`config.mk`:
```
export PLATFORM = sky130hd
export DESIGN_NAME = sccb_target
export DESIGN_NICKNAME = d
export VERILOG_FILES = /design/src/rtl/sccb_target.sv
export SDC_FILE = /design/constraint.sdc
export NUM_CORES = 1
export LEC_CHECK = 0
export BUFFER_PORTS_ARGS = -buffer_cell sky130_fd_sc_hd__buf_2
export CAP_MARGIN = 20
export CORE_AREA = 8 8 95 76
export DETAILED_ROUTE_END_ITERATION = 6
export DIE_AREA = 0 0 103 84
export GPL_TIMING_DRIVEN = 0
export PLACE_DENSITY = 0.77
export SLEW_MARGIN = 20
export SYNTH_ARGS = -nofsm -noshare
export SYNTH_HDL_FRONTEND = slang
export SYNTH_SLANG_ARGS = --single-unit
```
`constraint.sdc`:
```
create_clock -name clk -period 2.65 [get_ports clk]
set_clock_uncertainty 0.2 [all_clocks]
set_input_delay 0.1325 -clock clk [delete_from_list [all_inputs] [get_ports clk]]
set_output_delay 0.1325 -clock clk [all_outputs]
set_load 0.02 [all_outputs]
```
`src/rtl/sccb_target.sv`:
```
// SCCB / I2C register target.
// Oversamples sioc/siod on clk, decodes START/STOP and bit edges, and bridges
// 3-phase writes (ID, register, data...) and 2-phase reads onto an 8-bit
// register port. siod is open-drain: the pad logic pulls low while siod_oe=1.
module sccb_target #(
    parameter logic [7:0] DEV_ID      = 8'h42,
    parameter int         SYNC_STAGES = 2
) (
    input  logic       clk,
    input  logic       rst_n,
    input  logic       sioc,
    input  logic       siod_i,
    output logic       siod_oe,
    output logic [7:0] reg_addr,
    output logic [7:0] reg_wdata,
    output logic       reg_we,
    input  logic [7:0] reg_rdata,
    output logic       reg_re,
    output logic       busy
);

    typedef enum logic [3:0] {
        ST_IDLE      = 4'd0,
        ST_DEV       = 4'd1,
        ST_DEV_ACK   = 4'd2,
        ST_REG       = 4'd3,
        ST_REG_ACK   = 4'd4,
        ST_WDATA     = 4'd5,
        ST_WDATA_ACK = 4'd6,
        ST_RDATA     = 4'd7,
        ST_RD_ACK    = 4'd8
    } state_e;

    state_e                 state_q, state_d;
    logic [SYNC_STAGES-1:0] scl_sync_q, scl_sync_d;
    logic [SYNC_STAGES-1:0] sda_sync_q, sda_sync_d;
    logic                   scl_p_q, scl_p_d;
    logic                   sda_p_q, sda_p_d;
    logic [3:0]             cnt_q, cnt_d;     // bit counter within a byte
    logic [6:0]             sh_q, sh_d;       // receive shifter (first 7 bits)
    logic [7:0]             tx_q, tx_d;       // transmit shifter, MSB goes out next
    logic [7:0]             ptr_q, ptr_d;     // register pointer
    logic [7:0]             wdata_q, wdata_d;
    logic                   oe_q, oe_d;
    logic                   we_q, we_d;
    logic                   re_q, re_d;
    logic                   busy_q, busy_d;
    logic                   rw_q, rw_d;       // R/W bit of the last matching ID

    logic                   scl_s, sda_s;
    logic                   scl_rise_s, scl_fall_s;
    logic                   start_s, stop_s;
    logic [7:0]             byte_s;
    logic                   last_bit_s;
    logic                   id_match_s;

    assign scl_s      = scl_sync_q[SYNC_STAGES-1];
    assign sda_s      = sda_sync_q[SYNC_STAGES-1];
    assign scl_rise_s = scl_s & ~scl_p_q;
    assign scl_fall_s = ~scl_s & scl_p_q;
    // SDA edges only count as bus conditions while SCL is stably high
    assign start_s    = scl_s & scl_p_q & sda_p_q & ~sda_s;
    assign stop_s     = scl_s & scl_p_q & ~sda_p_q & sda_s;
    assign byte_s     = {sh_q, sda_s};
    assign last_bit_s = (cnt_q == 4'd7);
    assign id_match_s = (byte_s[7:1] == DEV_ID[7:1]);

    // Synchronizer shift and edge-detect history.
    always_comb begin
        scl_sync_d = {scl_sync_q[SYNC_STAGES-2:0], sioc};
        sda_sync_d = {sda_sync_q[SYNC_STAGES-2:0], siod_i};
        scl_p_d    = scl_s;
        sda_p_d    = sda_s;
    end

    // All state flops; reset releases siod immediately and idles the bus view high.
    always_ff @(posedge clk or negedge rst_n) begin
        if (!rst_n) begin
            state_q    <= ST_IDLE;
            scl_sync_q <= {SYNC_STAGES{1'b1}};
            sda_sync_q <= {SYNC_STAGES{1'b1}};
            scl_p_q    <= 1'b1;
            sda_p_q    <= 1'b1;
            cnt_q      <= 4'd0;
            sh_q       <= 7'd0;
            tx_q       <= 8'd0;
            ptr_q      <= 8'd0;
            wdata_q    <= 8'd0;
            oe_q       <= 1'b0;
            we_q       <= 1'b0;
            re_q       <= 1'b0;
            busy_q     <= 1'b0;
            rw_q       <= 1'b0;
        end else begin
            state_q    <= state_d;
            scl_sync_q <= scl_sync_d;
            sda_sync_q <= sda_sync_d;
            scl_p_q    <= scl_p_d;
            sda_p_q    <= sda_p_d;
            cnt_q      <= cnt_d;
            sh_q       <= sh_d;
            tx_q       <= tx_d;
            ptr_q      <= ptr_d;
            wdata_q    <= wdata_d;
            oe_q       <= oe_d;
            we_q       <= we_d;
            re_q       <= re_d;
            busy_q     <= busy_d;
            rw_q       <= rw_d;
        end
    end

    // Next-state: bus conditions first, then byte/ACK sequencing.
    always_comb begin
        state_d = state_q;
        if (stop_s) begin
            state_d = ST_IDLE;
        end else if (start_s) begin
            state_d = ST_DEV;
        end else begin
            case (state_q)
                ST_IDLE: state_d = ST_IDLE;
                ST_DEV: begin
                    if (scl_rise_s && last_bit_s) begin
                        state_d = id_match_s ? ST_DEV_ACK : ST_IDLE;
                    end else begin
                        state_d = ST_DEV;
                    end
                end
                ST_DEV_ACK: begin
                    // oe_q set means the ACK is already on the bus; this fall ends it
                    if (scl_fall_s && oe_q) begin
                        state_d = rw_q ? ST_RDATA : ST_REG;
                    end else begin
                        state_d = ST_DEV_ACK;
                    end
                end
                ST_REG: begin
                    if (scl_rise_s && last_bit_s) begin
                        state_d = ST_REG_ACK;
                    end else begin
                        state_d = ST_REG;
                    end
                end
                ST_REG_ACK: begin
                    if (scl_fall_s && oe_q) begin
                        state_d = ST_WDATA;
                    end else begin
                        state_d = ST_REG_ACK;
                    end
                end
                ST_WDATA: begin
                    if (scl_rise_s && last_bit_s) begin
                        state_d = ST_WDATA_ACK;
                    end else begin
                        state_d = ST_WDATA;
                    end
                end
                ST_WDATA_ACK: begin
                    if (scl_fall_s && oe_q) begin
                        state_d = ST_WDATA;
                    end else begin
                        state_d = ST_WDATA_ACK;
                    end
                end
                ST_RDATA: begin
                    if (!re_q && scl_fall_s && (cnt_q == 4'd8)) begin
                        state_d = ST_RD_ACK;
                    end else begin
                        state_d = ST_RDATA;
                    end
                end
                ST_RD_ACK: begin
                    if (scl_rise_s && sda_s) begin
                        state_d = ST_IDLE;
                    end else if (scl_fall_s && (cnt_q == 4'd1)) begin
                        state_d = ST_RDATA;
                    end else begin
                        state_d = ST_RD_ACK;
                    end
                end
                default: state_d = ST_IDLE;
            endcase
        end
    end

    // Datapath and registered outputs for each state.
    always_comb begin
        cnt_d   = cnt_q;
        sh_d    = sh_q;
        tx_d    = tx_q;
        ptr_d   = ptr_q;
        wdata_d = wdata_q;
        oe_d    = oe_q;
        we_d    = 1'b0;
        re_d    = 1'b0;
        busy_d  = busy_q;
        rw_d    = rw_q;
        if (stop_s) begin
            cnt_d  = 4'd0;
            oe_d   = 1'b0;
            busy_d = 1'b0;
        end else if (start_s) begin
            cnt_d = 4'd0;
            oe_d  = 1'b0;
        end else begin
            case (state_q)
                ST_DEV, ST_REG, ST_WDATA: begin
                    if (scl_rise_s) begin
                        sh_d = byte_s[6:0];
                        if (last_bit_s) begin
                            cnt_d = 4'd0;
                            if (state_q == ST_DEV) begin
                                busy_d = id_match_s;
                                rw_d   = byte_s[0];
                            end else if (state_q == ST_REG) begin
                                ptr_d = byte_s;
                            end else begin
                                wdata_d = byte_s;
                                we_d    = 1'b1;
                            end
                        end else begin
                            cnt_d = cnt_q + 4'd1;
                        end
                    end else begin
                        sh_d = sh_q;
                    end
                end
                ST_DEV_ACK, ST_REG_ACK, ST_WDATA_ACK: begin
                    if (scl_fall_s) begin
                        if (!oe_q) begin
                            oe_d = 1'b1;
                        end else begin
                            cnt_d = 4'd0;
                            if ((state_q == ST_DEV_ACK) && rw_q) begin
                                // keep the bus held until the first read bit is loaded
                                re_d = 1'b1;
                            end else begin
                                oe_d = 1'b0;
                                if (state_q == ST_WDATA_ACK) begin
                                    ptr_d = ptr_q + 8'd1;
                                end else begin
                                    ptr_d = ptr_q;
                                end
                            end
                        end
                    end else begin
                        oe_d = oe_q;
                    end
                end
                ST_RDATA: begin
                    if (re_q) begin
                        // reg_rdata is valid for the current pointer in the strobe cycle
                        tx_d  = {reg_rdata[6:0], 1'b0};
                        oe_d  = ~reg_rdata[7];
                        cnt_d = 4'd1;
                    end else if (scl_fall_s) begin
                        if (cnt_q == 4'd8) begin
                            oe_d  = 1'b0;
                            cnt_d = 4'd0;
                        end else begin
                            oe_d  = ~tx_q[7];
                            tx_d  = {tx_q[6:0], 1'b0};
                            cnt_d = cnt_q + 4'd1;
                        end
                    end else begin
                        tx_d = tx_q;
                    end
                end
                ST_RD_ACK: begin
                    if (scl_rise_s) begin
                        if (sda_s) begin
                            busy_d = 1'b0;
                            cnt_d  = 4'd0;
                        end else begin
                            ptr_d = ptr_q + 8'd1;
                            cnt_d = 4'd1;
                        end
                    end else if (scl_fall_s && (cnt_q == 4'd1)) begin
                        re_d  = 1'b1;
                        cnt_d = 4'd0;
                    end else begin
                        cnt_d = cnt_q;
                    end
                end
                default: begin
                    cnt_d = 4'd0;
                    oe_d  = 1'b0;
                end
            endcase
        end
    end

    assign siod_oe   = oe_q;
    assign reg_addr  = ptr_q;
    assign reg_wdata = wdata_q;
    assign reg_we    = we_q;
    assign reg_re    = re_q;
    assign busy      = busy_q;

endmodule

```
Yosys cells after proc, flatten, opt, wreduce, memory -nomap -nowiden
Index checks and enable logic that the tools add are counted.

operators by class
  add/sub/neg operators = 2
  equality and inequality tests = 35
  mux-type cells = 72
  bitwise operators = 17
  reductions and logical operators = 22

operators with widths
  operator                                                         count
  8-bit two-way mux                                                13
  4-bit two-way mux                                                16
  4-bit one-hot mux with 8 select lines                            1
  1-bit two-way mux                                                30
  8-bit one-hot mux with 3 select lines                            1
  2-bit != test, second input constant                             11
  4-bit by 3-bit == test with 1-bit output, second input constant  5
  4-bit one-hot mux with 4 select lines                            1
  3-bit != test, second input constant                             5
  7-bit AND reduction                                              2
  13-bit AND reduction                                             1
  4-bit != test, second input constant                             3
  5-bit != test, second input constant                             2
  1-bit inverter                                                   10
  5-bit AND reduction                                              2
  3-bit two-way mux                                                3
  8-bit by 1-bit adder with 8-bit output, second input constant    1
  4-bit by 1-bit == test with 1-bit output, second input constant  2
  4-bit by 2-bit == test with 1-bit output, second input constant  2
  4-bit == test, second input constant                             2
  2-bit two-way mux                                                4
  1-bit AND                                                        7
  7-bit by 6-bit == test with 1-bit output, second input constant  1
  1-bit logical AND                                                7
  other kinds (13)                                                 16

storage, ports and cells
  register bits after elaboration = 50
  output and inout port bits = 20
  logic and storage cells = 163

Longest topological paths before layout
Gate-level depths: netlist of run 1.

  word-level depth = 8
  depth in mapped cells = 8
  mapped depth without buffers = 7

Worst setup path after synthesis of run 1
Ideal clock, no wire load.

  path kind = reg2reg
  from = register scl_sync_q[1]
  to = register ptr_q[1] (netlist: reg_addr[1])
  setup time = 81 ps
  arrival = 1848 ps
  required time = 2369 ps
  setup slack = 521 ps
  stages on the path, launching flop included = 8
  period minus slack after synthesis = 2129 ps
  path through = dfstp_2 > buf_2 > and2b_1 > nand3_1 > a2111oi_4 > buf_6 > nor2_2 > a31oi_2

on the way
  cells in the longest elaborated chain, start to end = 5
  elaborated cells between the ends (all ways) = 14
  classes of those cells = eq/ne: 3; bitwise: 10; reduce/logical: 1

ends and longest elaborated chain
  what                                        line    source
  start: declaration                          35      logic [SYNC_STAGES-1:0] scl_sync_q, scl_sync_d;
  start signal: assignment                    80      scl_sync_q <= {SYNC_STAGES{1'b1}};
  start signal: assignment                    96      scl_sync_q <= scl_sync_d;
  1-bit AND                                   62, 63
  1-bit AND (on tied branches) (2 in series)  63, 62
  1-bit inverter (no line)                    -
  13-bit AND reduction (no line) *            -
  end signal: assignment                      103     ptr_q <= ptr_d;
  end: declaration                            42      logic [7:0] ptr_q, ptr_d;

Every way passes the cells marked *; elsewhere a longest branch is shown, timed or not.
A chain may end at the register's enable or synchronous reset.

Final worst setup path of run 1
  from = register scl_sync_q[1]
  to = register ptr_q[6] (netlist: reg_addr[6])

The elaborated chain is that of the path after synthesis.

==> results of run 1 <==
==> cell usage after synthesis, drive strengths merged (3+ instances only) <==
library cell / instances / area share, %
nand3b: 4 / 1.1
mux2: 16 / 6.6
buf: 10 / 2.5
o22ai: 3 / 0.69
o221ai: 3 / 0.96
or2: 3 / 0.69
dfrtp: 43 / 39
nor3: 8 / 1.8
nor2: 21 / 3.0
nand3: 13 / 2.6
a21oi: 31 / 5.9
nand2: 21 / 2.9
ha: 4 / 1.8
and3: 4 / 0.91
nand2b: 9 / 2.1
inv: 12 / 1.6
nor2b: 3 / 0.69
and4: 3 / 0.96
mux2i: 8 / 2.9
dfstp: 6 / 5.8
a31oi: 3 / 0.91
o21ai: 12 / 2.2
==> area by class of cell <==
cell class	count	area [µm²]	area share, %
multi-input cells	205	1390	43.3
well taps	78	97.6	3.04
plain buffers	11	71.3	2.22
inverters	12	45.0	1.40
clock buffers	6	72.6	2.26
repair buffers	41	258	8.04
flip-flops and latches	49	1230	38.5
clock inverters	2	38.8	1.21
==> logic make-up after synthesis <==
family          count (synthesis)
flops                          49
mux                            24
xor+xnor                        1
compound gates                 69
buf+inv                        23
simple gates                  107
fa+ha+maj                       4
==> state kept, by name, summed over array words and instances, names as in the netlist <==
signal	count
rw_q	1
sda_sync_q	2
state_q	4
reg_re	1
busy	1
scl_p_q	1
tx_q	7
reg_wdata	8
sda_p_q	1
reg_addr	8
cnt_q	4
siod_oe	1
scl_sync_q	2
reg_we	1
sh_q	7
==> report_power, final <==
| part | switching [mW] | internal, mW |
|---|---|---|
| clock network | 0.256 | 0.285 |
| logic | 0.147 | 0.127 |
| registers | 0.0900 | 0.811 |
| total | 0.493 | 1.22 |
==> path summary, 6_finish.rpt <==
path / start / end / depth (start not counted) / slack [ns]
min in group asynchronous: rst_n / reg_wdata[3] / 2 / 0.21
max: scl_sync_q[1] / reg_addr[6] / 7 / 0.17
max in group asynchronous: rst_n / state_q[3] / 2 / 1.64
max reg2reg: scl_sync_q[1] / reg_addr[6] / 7 / 0.17
min: sda_sync_q[0] / sda_sync_q[1] / 0 / 0.16
min reg2reg: sda_sync_q[0] / sda_sync_q[1] / 0 / 0.16
==> worst max-delay path, cell delays in order, from the launching register on <==
cell	delay (ns)
dfstp_2	0.54
buf_2	0.20
and2b_1	0.25
nand3_1	0.16
a2111oi_4	0.64
buf_6	0.23
a21oi_2	0.07
a21oi_2	0.11
==> layer usage <==
metal | global-route usage [%] | vias up | wire [µm]
li1 | - | 1110 | -
met1 | 23.5 | 1126 | 3130
met2 | 24.0 | 94 | 3060
met3 | 3.33 | 12 | 426
met4 | 4.85 | 0 | 91
met5 | 0 | - | 0
==> repair_timing <==
action	in CTS	in global routing
hold buffers	10	0
gates resized for setup	0	0
hold endpoints to repair	52	0
==> through the flow <==
stage	power (mW)	instances
2_1_floorplan	1.07	277
3_3_place_gp	1.16	386
3_5_place_dp	1.17	386
4_1_cts	1.72	404
5_1_grt	1.80	404
6_report	1.72	404
==> flow_summary.json, run 1 <==
{
  "synthFlopType": "dfrtp_1",
  "synth_area_mm2": 0.00274,
  "whs_ns": 0.159,
  "place_area_mm2": 0.00299,
  "postCtsSetupRepairBufs": 0,
  "cts_max_level": 2,
  "start_util_pct": 48.5,
  "synth-adder-area-share_pct": 1.83,
  "nFillCells": 507,
  "vdd_ir_drop_max_uv": 402,
  "syn_inst": 277,
  "synthSimpleGateAreaFrac_pct": 22.4,
  "drt-initial-drc-count": 227,
  "synth_top_family_by_area": "simple AND/OR/NAND/NOR gates",
  "area_growth_pct": 17.0,
  "drt-total-wl_mm": 6.71,
  "gr-total-overflow": 0,
  "critPathKind": "flop to flop",
  "routedWlPerCell_um": 16.6,
  "worstPathArrival_ns": 2.51,
  "first_pass_iters": 5,
  "portBuffers": 31,
  "drv_cap": 0,
  "synth-edff-count": 0,
  "clock_path_buffers": 2,
  "nets": 341,
  "postLayoutCellArea_mm2": 0.00321,
  "root_buffer": "clkbuf_8",
  "min_period_ns": 2.48,
  "die_y_um": 84,
  "grt_pass1_wl_mm": 11.5,
  "max_slew_margin_pct": 54.1,
  "outcome": "finished clean",
  "fin_crit_sh_pct": 93.4,
  "ys_seq_elements": 49,
  "synth_nets": 293,
  "crit_path_end_kind": "flop",
  "fin_ws_ns": 0.174,
  "die_w_um": 103,
  "antenna_left": 0,
  "syn_avg_cell_area_um2": 9.89,
  "synth_mux_area_share_pct": 9.50,
  "vias": 2342,
  "final_common_cell": "dfrtp_1",
  "dpl.hpwl_mm": 4.78,
  "worst_pin_slew_ns": 0.685,
  "cts_made_buffers": 5,
  "hp-class": "flop to flop",
  "ys_seq_area_share_pct": 45.0,
  "layout-drive-gt1-share_pct": 25.8,
  "p_leak_nw": 1.42,
  "layout_common_cells": "43 x dfrtp_1, 36 x buf_2, 29 x a21oi_1",
  "antenna_found_initial": 0,
  "grt_max_degree": 50,
  "diodes": 0,
  "synth_xor_area_share_pct": 0.320,
  "hold_viol": 0,
  "num_rows": 24,
  "cellPowerDensity_mw_per_mm2": 535,
  "dp_slack_ns": 0.211,
  "gr-usage-all-layers_pct": 16.4,
  "gp_congestion": 0.873,
  "maxSlewViolCount": 0,
  "drcViolationCount": 0,
  "core-area_mm2": 0.00565,
  "setup_violations": 0,
  "fin_util_pct": 56.8,
  "clk_latency_ns": 0.30,
  "fmax_mhz": 404,
  "die_area_mm2": 0.00865,
  "ios": 32,
  "ys_warn_count": 0,
  "synth_cell_types": 58,
  "cts_tree": "built",
  "required_ns": 2.69,
  "critical_path_peak_fanout": 10,
  "cts.sinks": 49,
  "cts.reportedPaths.clkPinSlew_ns": 0.09,
  "vias_per_cell": 5.80,
  "grt_setup_unrepaired": "false",
  "fin_setup_tns_ns": 0,
  "synth_async_sr_flop_share_pct": 100,
  "cp-start-kind": "flop",
  "grt_pass1_vias": 2378,
  "synth_compound_area_share_pct": 16.7
}
Note: power is estimated with default switching activity, not from simulation.
==> inputs of run 2 (changes only) <==
==> constraint.sdc (replaced) <==
create_clock -name clk -period 2.65 [get_ports clk]
set_clock_uncertainty 0.2 [all_clocks]
set_input_delay 0.6625 -clock clk [delete_from_list [all_inputs] [get_ports clk]]
set_output_delay 0.6625 -clock clk [all_outputs]
set_load 0.02 [all_outputs]
==> flow_summary.json, run 2 (same netlist as run 1, synthesis figures left out) <==
{
  "drt-initial-drc-count": 285,
  "clk_latency_ns": 0.31,
  "routedWlPerCell_um": 16.6,
  "comb_power_share_pct": 15.4,
  "postCtsSetupRepairBufs": 0,
  "hold_viol": 0,
  "dpl.hpwl_mm": 4.78,
  "grt_setup_unrepaired": "false",
  "grt.busiest_layer": "met1",
  "slowest_stage": "a2111oi_4",
  "grt_pass1_wl_mm": 11.2,
  "antenna_found_initial": 0,
  "layout-drive-gt1-share_pct": 26.6,
  "fin_crit_sh_pct": 93.2,
  "ctsResizeCount": 0,
  "power_frac_seq_pct": 52.9,
  "cpPeakStageDelay_ns": 0.63,
  "min_period_ns": 2.47,
  "setup_violations": 0,
  "area_growth_pct": 13.4,
  "cts.reportedPaths.clkPinSlew_ns": 0.09,
  "max_slew_margin_pct": 53.6,
  "power_frac_clock_pct": 31.7,
  "hold_buffers": 0,
  "maxSlewViolCount": 0,
  "cp-start-kind": "flop",
  "num_rows": 24,
  "root_buffer": "clkbuf_8",
  "worstPathArrival_ns": 2.51,
  "grt_pass1_vias": 2337,
  "drv_cap": 0,
  "p_leak_nw": 1.38,
  "critPathKind": "flop to flop",
  "cpMostUsedCell": "a21oi_2",
  "first_pass_iters": 5,
  "gp_congestion": 0.873,
  "grt_max_degree": 50,
  "vdd_ir_drop_max_uv": 403,
  "cellPowerDensity_mw_per_mm2": 548,
  "diodes": 0,
  "fin_setup_tns_ns": 0,
  "use_met2_pct": 23.0,
  "postLayoutCellArea_mm2": 0.00311,
  "cts_max_level": 2,
  "die_area_mm2": 0.00865,
  "drcViolationCount": 0,
  "place_area_mm2": 0.00299,
  "power_mw": 1.70,
  "gr-usage-all-layers_pct": 16.0,
  "nets": 331,
  "swShare_pct": 28.7,
  "clock_path_buffers": 2,
  "layout_common_cells": "43 x dfrtp_1, 36 x buf_2, 29 x a21oi_1",
  "cts.sinks": 49,
  "die_y_um": 84,
  "start_util_pct": 48.5,
  "antenna_left": 0,
  "required_ns": 2.69,
  "hp-class": "primary input to asynchronous set/reset pin",
  "p_int_mw": 1.21,
  "cts_tree": "built",
  "p_sw_mw": 0.490,
  "critical_path_peak_fanout": 10,
  "met3_usage_pct": 3.25,
  "vias_per_cell": 5.84,
  "portBuffers": 31,
  "gr-total-overflow": 0,
  "ios": 32,
  "met1_usage_pct": 23.2,
  "vias": 2302,
  "worst_pin_slew_ns": 0.692,
  "fmax_mhz": 405,
  "path_cells": "buf_2 -> and2b_1 -> nand3_1 -> a2111oi_4 -> buf_6 -> a21oi_2 -> a21oi_2",
  "outcome": "finished clean",
  "core-area_mm2": 0.00565,
  "drt-total-wl_mm": 6.55,
  "crit_path_end_kind": "flop",
  "cts_made_buffers": 5,
  "die_w_um": 103,
  "final_common_cell": "dfrtp_1"
}
==> run 2: cell type report <==
cell class | count | area (µm²)
timing repair buffer | 31 | 158
inverter | 12 | 45.0
buffer | 11 | 71.3
multi-input combinational | 205 | 1390
clock buffer | 6 | 72.6
clock inverter | 2 | 38.8
fill | 521 | 2540
tap | 78 | 97.6
sequential | 49 | 1230
==> run 2: path summary, 6_finish.rpt <==
check,startpoint,endpoint,slack (ns),depth (start not counted)
max reg2reg,scl_sync_q[1],reg_addr[6],0.18,7
max,scl_sync_q[1],reg_addr[6],0.18,7
min reg2reg,sda_sync_q[0],sda_sync_q[1],0.16,0
min in group clk,sda_sync_q[0],sda_sync_q[1],0.16,0
min,rst_n,tx_q[1],0.16,1
max in group asynchronous,rst_n,cnt_q[2],1.66,1
==> run 2: stage by stage <==
step | hold slack, ns | utilization (%) | cells | setup WS (ns)
2_1_floorplan | 0.145 | - | 277 | 0.521
3_3_place_gp | 0.146 | 53.0 | 386 | 0.268
3_5_place_dp | 0.148 | 53.0 | 386 | 0.211
4_1_cts | 0.161 | 55.0 | 394 | 0.193
5_1_grt | 0.163 | 55.0 | 394 | 0.0170
6_report | 0.158 | 55.0 | 394 | 0.179
==> run 2: worst max-delay path: cells and delay by family, from the launching register on <==
family                 cells  cell delay (ns)
buffers and inverters      2             0.42
AOI/OAI and AO/OA          3             0.82
DFF                        1             0.54
and+or+nand+nor            2             0.42
==> run 2: metal layers <==
metal / vias up / share of wire [%]
met2: 88 / 44
li1: 1092 / -
met3: 10 / 6.4
met1: 1112 / 48
met4: 0 / 1.4
met5: - / 0
==> run 2: power by group through the flow <==
stage / combinational (mW) / sequential [mW] / clock, mW
6_report: 0.262 / 0.901 / 0.540
4_1_cts: 0.261 / 0.896 / 0.551
3_3_place_gp: 0.246 / 0.910 / 0
2_1_floorplan: 0.189 / 0.879 / 0
5_1_grt: 0.293 / 0.908 / 0.583
3_5_place_dp: 0.259 / 0.910 / 0
